<file path="src/rtl/alu_share_arbiter.sv">
// rtl/alu_share_arbiter.sv - round-robin arbiter sharing one combinational ALU between requesters
// Registered issue stage feeds the ALU; the result returns through a valid/ready response register.
module alu_share_arbiter #(
   parameter int NUM_REQ = 2,
   parameter int ID_W    = (NUM_REQ > 1) ? $clog2(NUM_REQ) : 1
) (
   input  logic                   i_clk,
   input  logic                   i_rst_n,
   input  logic                   i_flush,
   input  logic [NUM_REQ-1:0]     i_req_valid,
   output logic [NUM_REQ-1:0]     o_req_ready,
   input  logic [NUM_REQ*32-1:0]  i_req_op1,
   input  logic [NUM_REQ*32-1:0]  i_req_op2,
   input  logic [NUM_REQ*4-1:0]   i_req_ctrl,
   output logic [31:0]            o_alu_op1,
   output logic [31:0]            o_alu_op2,
   output logic [3:0]             o_alu_ctrl,
   input  logic [31:0]            i_alu_result,
   output logic                   o_rsp_valid,
   input  logic                   i_rsp_ready,
   output logic [31:0]            o_rsp_data,
   output logic [ID_W-1:0]        o_rsp_id,
   output logic                   o_busy
);

   typedef enum logic [1:0] {
      S_IDLE = 2'd0,
      S_EXEC = 2'd1,
      S_RESP = 2'd2
   } state_t;

   state_t          state;
   state_t          state_nxt;
   logic [ID_W-1:0] rr_ptr;
   logic [ID_W-1:0] cur_id;
   logic [ID_W-1:0] grant_idx;
   logic            grant_found;
   logic            grant_fire;
   logic [31:0]     sel_op1;
   logic [31:0]     sel_op2;
   logic [3:0]      sel_ctrl;

   // Search indices above rr_ptr first, then wrap to 0..rr_ptr.
   always_comb begin
      grant_found = 1'b0;
      grant_idx   = '0;
      for (int k = 0; k < NUM_REQ; k++) begin
         if (!grant_found && (k > int'(rr_ptr)) && i_req_valid[k]) begin
            grant_found = 1'b1;
            grant_idx   = ID_W'(k);
         end
      end
      for (int k = 0; k < NUM_REQ; k++) begin
         if (!grant_found && (k <= int'(rr_ptr)) && i_req_valid[k]) begin
            grant_found = 1'b1;
            grant_idx   = ID_W'(k);
         end
      end
   end

   always_comb begin
      sel_op1  = '0;
      sel_op2  = '0;
      sel_ctrl = '0;
      for (int k = 0; k < NUM_REQ; k++) begin
         if (k == int'(grant_idx)) begin
            sel_op1  = i_req_op1[32*k +: 32];
            sel_op2  = i_req_op2[32*k +: 32];
            sel_ctrl = i_req_ctrl[4*k +: 4];
         end
      end
   end

   assign grant_fire = (state == S_IDLE) && !i_flush && grant_found;

   always_ff @(posedge i_clk or negedge i_rst_n) begin
      if (!i_rst_n) begin
         state <= S_IDLE;
      end else begin
         state <= state_nxt;
      end
   end

   always_comb begin
      state_nxt = state;
      if (i_flush) begin
         state_nxt = S_IDLE;
      end else begin
         case (state)
            S_IDLE:  if (grant_found) state_nxt = S_EXEC;
            S_EXEC:  state_nxt = S_RESP;
            S_RESP:  if (i_rsp_ready) state_nxt = S_IDLE;
            default: state_nxt = S_IDLE;
         endcase
      end
   end

   // Ready is gated by reset so every output reads 0 while reset is held.
   always_comb begin
      o_req_ready = '0;
      o_busy      = (state != S_IDLE);
      for (int k = 0; k < NUM_REQ; k++) begin
         if (grant_fire && i_rst_n && (k == int'(grant_idx))) begin
            o_req_ready[k] = 1'b1;
         end
      end
   end

   always_ff @(posedge i_clk or negedge i_rst_n) begin
      if (!i_rst_n) begin
         rr_ptr      <= ID_W'(NUM_REQ - 1);
         cur_id      <= '0;
         o_alu_op1   <= '0;
         o_alu_op2   <= '0;
         o_alu_ctrl  <= '0;
         o_rsp_valid <= 1'b0;
         o_rsp_data  <= '0;
         o_rsp_id    <= '0;
      end else if (i_flush) begin
         o_rsp_valid <= 1'b0;
      end else begin
         case (state)
            S_IDLE: begin
               if (grant_found) begin
                  o_alu_op1  <= sel_op1;
                  o_alu_op2  <= sel_op2;
                  o_alu_ctrl <= sel_ctrl;
                  cur_id     <= grant_idx;
                  rr_ptr     <= grant_idx;
               end
            end
            S_EXEC: begin
               o_rsp_data  <= i_alu_result;
               o_rsp_id    <= cur_id;
               o_rsp_valid <= 1'b1;
            end
            S_RESP: begin
               if (i_rsp_ready) o_rsp_valid <= 1'b0;
            end
            default: o_rsp_valid <= 1'b0;
         endcase
      end
   end

endmodule

</file>
<file path="config.mk">
export PLATFORM = sky130hd
export DESIGN_NAME = alu_share_arbiter
export DESIGN_NICKNAME = d
export VERILOG_FILES = /design/src/rtl/alu_share_arbiter.sv
export SDC_FILE = /design/constraint.sdc
export NUM_CORES = 1
export LEC_CHECK = 0
export CAP_MARGIN = 20
export CORE_MARGIN = 5
export CORE_UTILIZATION = 25
export DETAILED_ROUTE_END_ITERATION = 10
export DONT_BUFFER_PORTS = 1
export SETUP_SLACK_MARGIN = 0.05
export SLEW_MARGIN = 20
export SYNTH_ARGS = -nofsm -noshare
export SYNTH_HDL_FRONTEND = slang
export SYNTH_SLANG_ARGS = --single-unit
</file>
<file path="constraint.sdc">
create_clock -name i_clk -period 2.75 [get_ports i_clk]
set_clock_uncertainty 0.15 [all_clocks]
set_input_delay 0.55 -clock i_clk [delete_from_list [all_inputs] [get_ports i_clk]]
set_output_delay 0.55 -clock i_clk [all_outputs]
set_load 0.05 [all_outputs]
</file>
==> flow_summary.yaml, run 1 <==
outcome:
  status: "complete, but fails checks"
  violations: "hold timing"
timing:
  rsz0062_at_grt: "false"
  min_period_ns: 2.438
  post-route-period-util: 0.8864
  fmax_ghz: 0.4102
  tightestPinTransition_ns: 0.7962
  final.setup.tns_ns: 0
  slew_violations: 0
  timing.slew.headroom: 0.4692
  fin_hold_ws_ns: -0.2507
  setup_viol: 0
  hold_viol: 106
synthesis:
  avgSynthCellArea_um2: 13.72
  synth-seq-cells: 106
  synthesis.nets: 502
  syn_area_um2: 4499
  syn_inst: 328
  synth_cell_types: 21
  yosysSeqAreaShare: 0.5898
  synth_warnings: 0
global_route:
  grt_use_total: 0.1118
  grt_pass1_vias: 3073
  grt_start_max_net_pins: 108
  grt_first_pass_wirelength_um: 17530
  overflow: 0
  grt_antenna_before_repair: 0
power_and_ir_drop:
  internal_power_w: 0.003176
  switching_share: 0.4600
  power_density_nw_per_um2: 1169
  power.share.sequential: 0.650
  power.leakage_nw: 1.845
  p_sw_w: 0.002706
  combPwrFrac: 0.121
  power_frac_clock: 0.229
  ir_drop_mv: 0.4122
setup_path:
  crit_arrival_ns: 1.74
  reg2reg_depth: 4
  r2r_start: "state[1]"
  required_ns: 2.05
  r2r_slack_ns: 0.64
  crit_fanout: 6
  cp-start-kind: "flop"
  worstReg2RegEnd: "o_alu_op1[14]"
  crit_type: "reg -> out"
  endpoint_kind: "output port"
routing:
  vias: 2893
  drtIter0Drc: 123
  routed_wl_um: 12520
  drt.antenna.violating_nets: 0
  avgViaCountPerCell: 5.289
  drc: 0
  first_pass_iters: 4
  wl_per_cell_um: 22.90
finish:
  layout-drive-gt1-share: 0.4119
  area_delta_synth_final_pct: 11.87
  final_util: 0.2821
  n_antenna_cell: 0
  layout.cells.non_filler: 547
  fill_cells: 1810
  nets: 488
clocking:
  cts_root_buf: "clkbuf_16"
  cts.htree.levels: 3
  clkTransAtPathRegs_ns: 0.07
  clock_path_buffers: 2
  cts_setup_buffers: 0
  clock_latency_ns: 0.34
  cts_made_buffers: 9
  cts_resized: 0
  tritoncts: "built"
  cts_sinks: 106
run:
  maxCapViolCount: 0
placement:
  place_congestion: 0.7187
  port_buffers: 0
  dp.cells: 532
  hpwlAfterDp_um: 8945
floorplanning:
  die_area_um2: 20780
  start_util: 0.2522
  ios: 279
  core_um2: 17840
  rows: 49
  die_height_um: 144.2
  die_w_um: 144.2
min_path:
  hp-class: "in -> async"
[sequential cells by signal, summed over array words and instances, names as in the netlist]
signal,flops
o_alu_op1,32
o_rsp_valid,1
o_alu_ctrl,4
o_rsp_data,32
o_rsp_id,1
o_alu_op2,32
state,2
rr_ptr,1
cur_id,1
[layout by cell type, fill, tap and decap left out, drive strengths merged, types with 3 or more instances in the layout]
cell type / synthesis / routed
mux2: 33 / 33
nor3: 3 / 3
or3: 68 / 68
buf: 13 / 8
o221a: 68 / 68
dfrtp: 105 / 105
nor2: 4 / 4
clkbuf: 20 / 10
[through the flow]
step                setup slack, ns  total power, W  instance area, µm²  hold slack, ns
floorplan                    0.1274        0.004342                4504          0.1044
global placement             0.6435        0.004550                4725          0.1070
detailed placement           0.6242        0.004590                4725          0.1070
CTS                          0.2802        0.005954                5034         -0.2756
global route                 0.1727        0.006123                5034         -0.2842
finish                       0.3123        0.005882                5034         -0.2507
[cell families (layout without fill, tap and decap cells)]
group                  after synthesis  after routing  synth area share
AO/OA/AOI/OAI                       71             71            0.1755
buffers and inverters               34             24           0.03476
flip-flops                         106            106            0.5898
multiplexers                        34             34           0.08482
AND/OR/NAND/NOR                     83             83            0.1151
[Yosys cell counts (all sizes together)]
library cell / n / share of area
clkbuf: 20 / 0.017
and2: 2 / 0.0028
buf: 13 / 0.017
o221a: 68 / 0.17
nor2: 4 / 0.0033
nor3: 3 / 0.0033
or4b: 1 / 0.0031
nand2b: 1 / 0.0014
nor3b: 1 / 0.0028
dfrtp: 105 / 0.58
dfstp: 1 / 0.0058
o21a: 2 / 0.0033
nor2b: 1 / 0.0014
or3: 68 / 0.095
mux2: 33 / 0.083
inv: 1 / 0.00083
nand3: 1 / 0.0011
a2bb2oi: 1 / 0.0019
or2: 1 / 0.0014
mux2i: 1 / 0.0022
[power groups by stage]
stage / logic, W / clock network, W / registers [W]
after global placement: 0.000686 / 0 / 0.00386
after global routing: 0.000784 / 0.00146 / 0.00388
final: 0.000712 / 0.00135 / 0.00383
after detailed placement: 0.000728 / 0 / 0.00386
after floorplan: 0.000608 / 0 / 0.00373
after CTS: 0.000723 / 0.00140 / 0.00384
[worst max-delay path, cell delays in order (launching register included)]
cell and delay, ns:
dfrtp_1 0.46, or4b_4 0.59, nor3_2 0.12, buf_4 0.23
[per-layer routing]
layer	share of wire	up-vias	track usage	routed length, µm
met4	0.013	0	0.03829	164
met2	0.49	184	0.1896	6181
met1	0.38	1441	0.1285	4817
met3	0.11	9	0.04497	1360
met5	0	-	0	0
li1	-	1259	-	-
[cell type report]
| cell class | count | area [µm²] | area share |
|---|---|---|---|
| flip-flops and latches | 106 | 2654 | 0.5272 |
| inverters | 1 | 3.754 | 0.0007457 |
| repair buffers | 8 | 72.57 | 0.01442 |
| multi-input cells | 188 | 1708 | 0.3393 |
| clock inverters | 5 | 80.08 | 0.01591 |
| clock buffers | 10 | 229.0 | 0.04549 |
| well taps | 229 | 286.5 | 0.05692 |
[worst max-delay path by stage]
stage                        start             end  cells past startpoint  slack, ns
after floorplan            i_flush  o_req_ready[0]                      4       0.13
after global routing      state[1]  o_req_ready[0]                      4       0.17
after global placement     i_flush  o_req_ready[1]                      3       0.64
final                     state[1]  o_req_ready[1]                      3       0.31
after detailed placement   i_flush    o_alu_op2[1]                      4       0.62
after CTS                 state[1]  o_req_ready[1]                      3       0.28
Note: power is estimated with default switching activity, not from simulation.
==> inputs of run 2 (changes only) <==
--- a/config.mk
+++ b/config.mk
@@ -6,10 +6,13 @@
 export NUM_CORES = 1
 export LEC_CHECK = 0
 export CAP_MARGIN = 20
+export CORE_ASPECT_RATIO = 0.8
 export CORE_MARGIN = 5
 export CORE_UTILIZATION = 25
 export DETAILED_ROUTE_END_ITERATION = 10
 export DONT_BUFFER_PORTS = 1
+export PLACE_DENSITY_LB_ADDON = 0.25
+export REMOVE_ABC_BUFFERS = 1
 export SETUP_SLACK_MARGIN = 0.05
 export SLEW_MARGIN = 20
 export SYNTH_ARGS = -nofsm -noshare
==> flow_summary.yaml, run 2 (synthesis gave the netlist of run 1 again) <==
clocking:
  clkTransAtPathRegs_ns: 0.07
  cts_made_buffers: 9
  cts_root_buf: "clkbuf_16"
  tritoncts: "built"
  clock_path_buffers: 2
  cts_setup_buffers: 0
  cts.htree.levels: 3
  cts_sinks: 106
  clock_latency_ns: 0.35
finish:
  multi_input_area_um2: 1713
  regArea_um2: 2654
  reg_top3: "o_alu_op1: 32 flops, o_alu_op2: 32 flops, o_rsp_data: 32 flops"
  final_util: 0.2873
  area_delta_synth_final_pct: 11.65
  final_cell_mix: "dfrtp_1, or3_1, o221a_2"
  final_common_cell: "dfrtp_1"
  layout.cells.non_filler: 546
  fill_cells: 1759
  layout-drive-gt1-share: 0.4219
  nets: 489
global_route:
  overflow: 0
  grt_first_pass_wirelength_um: 18950
  grt_start_max_net_pins: 108
  grt_use_total: 0.1170
  grt_pass1_vias: 3128
  grt_antenna_before_repair: 0
routing:
  dr.max_layer_used: "met4"
  wl_met2_um: 6016
  drc: 0
  vias: 2936
  drtIter0Drc: 197
  first_pass_iters: 4
  wl_met1_um: 5308
  avgViaCountPerCell: 5.377
  routed_wl_um: 12710
  wl_met3_um: 1244
  drt.antenna.violating_nets: 0
  wl_per_cell_um: 23.29
timing:
  post-route-period-util: 0.9226
  fin_ws_ns: 0.2129
  tightestPinTransition_ns: 0.8023
  rsz0062_at_grt: "false"
  hold_viol: 105
  fin_hold_ws_ns: -0.2554
  slew_violations: 0
  min_period_ns: 2.537
  setup_viol: 0
  timing.slew.headroom: 0.4651
  fmax_ghz: 0.3942
min_path:
  hp-class: "in -> async"
power_and_ir_drop:
  power.leakage_nw: 1.849
  power_density_nw_per_um2: 1151
  ir_drop_mv: 0.3641
floorplanning:
  die_height_um: 130.0
  ios: 279
  core_um2: 17490
  die_w_um: 160.0
  start_util: 0.2573
  die_area_um2: 20800
  rows: 43
outcome:
  violations: "hold timing"
  status: "complete, but fails checks"
setup_path:
  crit_arrival_ns: 1.84
  r2r_slack_ns: 0.61
  endpoint_kind: "output port"
  worstReg2RegEnd: "o_alu_op2[15]"
  r2r_start: "state[1]"
  reg2reg_depth: 4
  crit_type: "reg -> out"
  cp-start-kind: "flop"
  required_ns: 2.05
  crit_fanout: 6
placement:
  preCtsSetupSlack_ns: 0.3577
  dp.cells: 529
  port_buffers: 0
  place_congestion: 0.7190
  hpwlAfterDp_um: 9028
run:
  maxCapViolCount: 0
## run 2: through the flow
stage	area (µm²)	setup TNS (ns)	power (W)
2_1_floorplan	4347	-22.03	0.004311
3_3_place_gp	4722	0	0.004567
3_5_place_dp	4722	0	0.004587
4_1_cts	5016	0	0.005874
5_1_grt	5021	0	0.006043
6_report	5024	0	0.005784
## run 2: where the power goes
part / internal, W / switching, W
Clock: 0.000651 / 0.000597
Sequential: 0.00196 / 0.00186
Combinational: 0.000424 / 0.000285
## run 2: layer usage
metal,GRT usage,vias up
met2,0.1833,163
met1,0.1453,1508
met5,0,-
li1,-,1255
met4,0.03895,0
met3,0.05273,10
## run 2: area by class of cell
type	instances	area share
tap	225	0.05604
clock buffer	10	0.04757
clock inverter	6	0.009963
inverter	1	0.0007472
timing repair buffer	9	0.01594
sequential	106	0.5283
antenna	1	0.0004981
multi-input combinational	188	0.3410
## run 2: worst max-delay path by stage
stage	from	slack (ns)	end
finish	state[1]	0.21	o_req_ready[0]
detailed placement	i_flush	0.36	o_req_ready[0]
global route	state[1]	0.06	o_req_ready[0]
global placement	i_flush	0.40	o_req_ready[1]
floorplan	i_flush	-1.17	o_req_ready[0]
CTS	state[1]	0.05	o_req_ready[1]
## run 2: timing repair
action	CTS	global route
resized for setup	1	1
pin swaps	0	0
endpoints found under the hold margin	106	106
setup endpoints to repair	1	1
## run 2: critical path: stages, from the launching register on
cell	delay (ns)
dfrtp_1	0.47
nor3_2	0.33
nand3_2	0.13
nor2_1	0.30
buf_4	0.27
